<file path="src/rtl/regfile_wb_sched_pkg.sv">
// Shared constants for the writeback scheduler: register-file geometry,
// requester slot numbering and a pointer-width helper.
package regfile_wb_sched_pkg;

    localparam int REG_COUNT   = 16;
    localparam int DEF_SEL_W   = 4;
    localparam int DEF_DATA_W  = 16;

    typedef enum int unsigned {
        WB_ALU  = 0,
        WB_LOAD = 1,
        WB_LINK = 2,
        WB_SPEC = 3
    } wb_src_e;

    // Index width that stays legal (>= 1 bit) even for a single requester.
    function automatic int idx_w(input int n);
        return (n > 1) ? $clog2(n) : 1;
    endfunction

endpackage

</file>
<file path="src/rtl/regfile_wb_sched_rr_pick.sv">
// Wrapped first-set search: returns the first candidate at or after start_i,
// wrapping modulo N, ignoring any requester flagged in excl_i.
module rr_pick
    import regfile_wb_sched_pkg::*;
#(
    parameter int N     = 4,
    parameter int IDX_W = idx_w(N)
) (
    input  logic [N-1:0]     valid_i,
    input  logic [IDX_W-1:0] start_i,
    input  logic [N-1:0]     excl_i,
    output logic [IDX_W-1:0] idx_o,
    output logic             found_o
);

    logic [N-1:0]     cand;
    logic [IDX_W-1:0] pos;

    assign cand = valid_i & ~excl_i;

    // Scan from the far end back towards start_i so the closest hit is written last.
    always_comb begin
        // NOTE: every output of a combinational block gets a default up front; a path that skips an assignment would infer a latch.
        idx_o   = '0;
        found_o = 1'b0;
        pos     = '0;
        for (int k = N - 1; k >= 0; k--) begin
            pos = IDX_W'((int'(start_i) + k) % N);
            if (cand[pos]) begin
                idx_o   = pos;
                found_o = 1'b1;
            end
        end
    end

endmodule

</file>
<file path="src/rtl/regfile_wb_sched.sv">
// Round-robin writeback scheduler: grants up to two register writes per cycle
// to the dual-port register file, never targeting the same register twice.
module regfile_wb_sched
    import regfile_wb_sched_pkg::*;
#(
    parameter int NREQ   = 4,
    parameter int DATA_W = DEF_DATA_W,
    parameter int SEL_W  = DEF_SEL_W
) (
    input  logic                   clk,
    input  logic                   rst,
    input  logic                   wb_enable,
    input  logic [NREQ-1:0]        req_valid,
    input  logic [NREQ*SEL_W-1:0]  req_sel,
    input  logic [NREQ*DATA_W-1:0] req_data,
    output logic [NREQ-1:0]        req_ready,
    output logic                   in1_we,
    output logic [SEL_W-1:0]       in1_sel,
    output logic [DATA_W-1:0]      in1_data,
    output logic                   in2_we,
    output logic [SEL_W-1:0]       in2_sel,
    output logic [DATA_W-1:0]      in2_data,
    output logic [REG_COUNT-1:0]   pending
);

    localparam int PTR_W = idx_w(NREQ);

    logic [PTR_W-1:0]  rr_ptr_q, rr_ptr_d;
    logic              in1_we_q, in1_we_d, in2_we_q, in2_we_d;
    logic [SEL_W-1:0]  in1_sel_q, in1_sel_d, in2_sel_q, in2_sel_d;
    logic [DATA_W-1:0] in1_data_q, in1_data_d, in2_data_q, in2_data_d;

    logic              grant_en;
    logic [PTR_W-1:0]  p1_idx, p2_idx;
    logic              p1_found, p2_found;
    logic [SEL_W-1:0]  p1_sel, p2_sel;
    logic [DATA_W-1:0] p1_data, p2_data;
    logic [NREQ-1:0]   p2_excl;

    // Reset outranks any request so nothing is handshaken while it is high.
    assign grant_en = wb_enable && !rst;

    rr_pick #(.N(NREQ), .IDX_W(PTR_W)) u_pick_p1 (
        .valid_i (req_valid),
        .start_i (rr_ptr_q),
        .excl_i  ({NREQ{1'b0}}),
        .idx_o   (p1_idx),
        .found_o (p1_found)
    );

    rr_pick #(.N(NREQ), .IDX_W(PTR_W)) u_pick_p2 (
        .valid_i (req_valid),
        .start_i (rr_ptr_q),
        .excl_i  (p2_excl),
        .idx_o   (p2_idx),
        .found_o (p2_found)
    );

    // Port-1 winner's fields; everyone aiming at the same register sits out port 2.
    always_comb begin
        p1_sel  = '0;
        p1_data = '0;
        for (int i = 0; i < NREQ; i++) begin
            if (PTR_W'(i) == p1_idx) begin
                p1_sel  = req_sel[i*SEL_W +: SEL_W];
                p1_data = req_data[i*DATA_W +: DATA_W];
            end
        end
        p2_excl = '0;
        for (int i = 0; i < NREQ; i++) begin
            p2_excl[i] = (PTR_W'(i) == p1_idx) || (req_sel[i*SEL_W +: SEL_W] == p1_sel);
        end
    end

    always_comb begin
        p2_sel  = '0;
        p2_data = '0;
        for (int i = 0; i < NREQ; i++) begin
            if (PTR_W'(i) == p2_idx) begin
                p2_sel  = req_sel[i*SEL_W +: SEL_W];
                p2_data = req_data[i*DATA_W +: DATA_W];
            end
        end
    end

    always_comb begin
        for (int i = 0; i < NREQ; i++) begin
            req_ready[i] = grant_en &&
                           ((p1_found && (p1_idx == PTR_W'(i))) ||
                            (p2_found && (p2_idx == PTR_W'(i))));
        end
    end

    function automatic logic [PTR_W-1:0] wrap_inc(input logic [PTR_W-1:0] p);
        return (p == PTR_W'(NREQ - 1)) ? '0 : p + 1'b1;
    endfunction

    // Port 2 always lies later in scan order than port 1, so it sets the pointer when used.
    always_comb begin
        rr_ptr_d   = rr_ptr_q;
        in1_we_d   = grant_en && p1_found;
        in1_sel_d  = in1_sel_q;
        in1_data_d = in1_data_q;
        in2_we_d   = grant_en && p2_found;
        in2_sel_d  = in2_sel_q;
        in2_data_d = in2_data_q;
        if (in1_we_d) begin
            in1_sel_d  = p1_sel;
            in1_data_d = p1_data;
            rr_ptr_d   = wrap_inc(p1_idx);
        end
        if (in2_we_d) begin
            in2_sel_d  = p2_sel;
            in2_data_d = p2_data;
            rr_ptr_d   = wrap_inc(p2_idx);
        end
    end

    always_ff @(posedge clk) begin
        // NOTE: state registers use non-blocking assignments so every flop samples pre-edge values.
        if (rst) begin
            rr_ptr_q   <= '0;
            in1_we_q   <= 1'b0;
            in1_sel_q  <= '0;
            in1_data_q <= '0;
            in2_we_q   <= 1'b0;
            in2_sel_q  <= '0;
            in2_data_q <= '0;
        end else begin
            rr_ptr_q   <= rr_ptr_d;
            in1_we_q   <= in1_we_d;
            in1_sel_q  <= in1_sel_d;
            in1_data_q <= in1_data_d;
            in2_we_q   <= in2_we_d;
            in2_sel_q  <= in2_sel_d;
            in2_data_q <= in2_data_d;
        end
    end

    always_comb begin
        pending = '0;
        if (in1_we_q) pending[in1_sel_q] = 1'b1;
        if (in2_we_q) pending[in2_sel_q] = 1'b1;
    end

    assign in1_we   = in1_we_q;
    assign in1_sel  = in1_sel_q;
    assign in1_data = in1_data_q;
    assign in2_we   = in2_we_q;
    assign in2_sel  = in2_sel_q;
    assign in2_data = in2_data_q;

endmodule

</file>
<file path="config.mk">
export PLATFORM = sky130hd
export DESIGN_NAME = regfile_wb_sched
export DESIGN_NICKNAME = d
export VERILOG_FILES = /design/src/rtl/regfile_wb_sched_pkg.sv /design/src/rtl/regfile_wb_sched_rr_pick.sv /design/src/rtl/regfile_wb_sched.sv
export SDC_FILE = /design/constraint.sdc
export NUM_CORES = 1
export LEC_CHECK = 0
export ABC_AREA = 1
export ABC_CLOCK_PERIOD_IN_PS = 8200
export BUFFER_PORTS_ARGS = -buffer_cell sky130_fd_sc_hd__buf_2
export CAP_MARGIN = 20
export CELL_PAD_IN_SITES_DETAIL_PLACEMENT = 1
export CELL_PAD_IN_SITES_GLOBAL_PLACEMENT = 2
export CORE_MARGIN = 2
export CORE_UTILIZATION = 27
export CTS_BUF_LIST = sky130_fd_sc_hd__clkbuf_16
export DETAILED_ROUTE_END_ITERATION = 7
export HOLD_SLACK_MARGIN = 0.02
export PLACE_DENSITY_LB_ADDON = 0.12
export SYNTH_ARGS = -nofsm -noshare
export SYNTH_HDL_FRONTEND = slang
export SYNTH_SLANG_ARGS = --single-unit
</file>
<file path="constraint.sdc">
create_clock -name clk -period 8.2 [get_ports clk]
set_input_delay 0.41 -clock clk [delete_from_list [all_inputs] [get_ports clk]]
set_output_delay 0.41 -clock clk [all_outputs]
set_load 0.1 [all_outputs]
</file>
==> flow_summary.json <==
{
  "status": "finished, final reports clean",
  "place_area_mm2": 0.00469,
  "synthXorXnorAreaFrac_pct": 0.224,
  "rows": 43,
  "cp_common_cell": "nand2_1",
  "multiInputGateArea_mm2": 0.00251,
  "vias": 4913,
  "synth-async-reset-ratio_pct": 0,
  "cts_resized": 0,
  "portBuffers": 148,
  "endpoint_kind": "register",
  "fin_setup_tns_ps": 0,
  "gr-total-overflow": 0,
  "hpwlAfterDp_mm": 13.3,
  "drive_above_1_share_pct": 25.0,
  "numCtsBuffers": 5,
  "fill_cells": 1910,
  "grt_pass1_vias": 5095,
  "cts_root_buf": "clkbuf_16",
  "ys.flop_type": "dfxtp_1",
  "diodes": 0,
  "ctsLongestPathBuffers": 2,
  "routed_wirelength_mm": 17.1,
  "fin_area_mm2": 0.00486,
  "drt_pre_antenna_iters": 4,
  "drc_errors": 0,
  "setup_viol": 0,
  "cts_tree": "built",
  "grt_setup_unrepaired": "no",
  "r2r_cells": 34,
  "clk_pin_slew_ps": 60,
  "dieHeight_um": 124,
  "core-area_mm2": 0.0140,
  "cp.arrival_ps": 7010,
  "register_area_um2": 881,
  "synthAdderAreaFrac_pct": 2.56,
  "cap_violations": 0,
  "hold_depth": 3,
  "die_w_um": 124,
  "synthMuxAreaShare_pct": 0,
  "synth_top_family_by_area": "simple AND/OR/NAND/NOR gates",
  "synth.distinct_cells": 35,
  "hold_buffers": 0,
  "synth_largest_area_cell": "dfxtp_1",
  "grt_max_degree": 44,
  "fmax_ghz": 0.147,
  "track_usage_pct": 21.9,
  "clock-sinks": 44,
  "start_util_pct": 27.9,
  "synth_compound_area_share_pct": 27.2,
  "worstPathRequired_ps": 8430,
  "synth_top_area_share_pct": 22.6,
  "synth-edff-count": 0,
  "die-area_mm2": 0.0154,
  "ios": 149,
  "synthesis.area_mm2": 0.00390,
  "post_drt_wl_per_cell_um": 17.9,
  "h-tree-depth": 2,
  "cp_max_fo": 28,
  "synth.avg_cell_area_um2": 6.02,
  "cpMaxStageDelayCell": "ha_1",
  "path_class": "register to register",
  "gp_congestion": 0.844,
  "synthCells": 649,
  "postCtsSetupBuffers": 0,
  "hold_viol": 0,
  "syn_to_final_growth_pct": 24.4,
  "antenna_found_initial": 0,
  "min_path_type": "primary input to register",
  "synth-simple-area-share_pct": 34.3,
  "fin_util_pct": 34.7,
  "first_iter_violations": 286,
  "cp_slowest_stage_delay_ps": 710,
  "ys_seq_area_share_pct": 22.6,
  "clk_latency_ps": 290,
  "final_cell_mix": "nand2_1, buf_2, inv_1",
  "drv_slew": 0,
  "viasPerCell": 5.16,
  "worst_setup_path_start_kind": "register",
  "synth_warnings": 0,
  "grt_pass1_wl_mm": 27.4,
  "tightest_slew_ps": 916,
  "syn_nets": 744,
  "final_antenna_net_count": 0,
  "period_share_pct": 82.8,
  "nets": 866,
  "ys_ff_latch": 44,
  "fin_ws_ps": 1410,
  "pre_cts_slack_ps": 1370,
  "layout_commonest_cell": "nand2_1",
  "yosys-top-cells-area": "dfxtp_1, nand2_1, o21ai_0",
  "period_needed_ps": 6790,
  "fin_worst_skew_ps": 2.74,
  "max-slew-margin-rel_pct": 38.8
}
[synth_stat cells (all sizes together), types with 8 or more instances]
cell type and n:
a21oi 43, a22oi 18, buf 13, clkbuf 24
dfxtp 44, ha 8, inv 81, nand2 167
nand3 75, nor2 49, o21ai 79, o221ai 26
[area by class of cell]
cell class              instances  share of cell area [%]
flip-flops and latches         44                    18.1
repair buffers                152                    16.3
well taps                     180                    4.63
inverters                      83                    6.46
multi-input cells             485                    51.6
clock inverters                 3                   0.283
clock buffers                   5                    2.57
[per-stage QoR]
step | hold WS [ps] | cells
finish | 423 | 952
global placement | 450 | 943
detailed placement | 456 | 943
floorplan | 599 | 649
CTS | 414 | 951
global route | 444 | 952
[worst max-delay path, delay by kind of cell (launching register included)]
family          cells  cell delay [ps]
simple gates       18             2370
compound gates      8             1260
fa+ha+maj           2              960
xor+xnor            1              350
buf+inv             5             1140
flops               1              610
[worst paths after layout]
check	end	slack [ps]	from
worst max-delay path	in2_sel[3]$_SDFFE_PP0P_	1410	rr_ptr_q[0]$_SDFFE_PP0P_
worst min-delay path	in1_data[11]$_SDFFE_PP0P_	420	req_data[59]
worst max register to register	in2_sel[3]$_SDFFE_PP0P_	1410	rr_ptr_q[0]$_SDFFE_PP0P_
worst min register to register	in2_data[14]$_SDFFE_PP0P_	460	in2_data[14]$_SDFFE_PP0P_
[layer usage]
| layer | track usage, % | wire length [µm] |
|---|---|---|
| met1 | 29.3 | 7910 |
| met4 | 5.09 | 225 |
| met5 | 0 | 0 |
| met2 | 37.1 | 8120 |
| met3 | 3.57 | 817 |
[kinds of logic after synthesis]
family	Yosys count
and+or+nand+nor	299
AOI/OAI and AO/OA	177
buffers and inverters	120
DFF	44
adders and majority gates	8
xor gates and xnor gates	1
[sequential cells by signal, indices dropped and copies added (netlist names)]
| register | cells |
|---|---|
| in2_sel | 4 |
| in1_sel | 4 |
| rr_ptr_q | 2 |
| in2_we | 1 |
| in1_we | 1 |
| in1_data | 16 |
| in2_data | 16 |
Power is not shown: default switching activity piles up to over one toggle a cycle in this logic, so the estimate is an artifact.
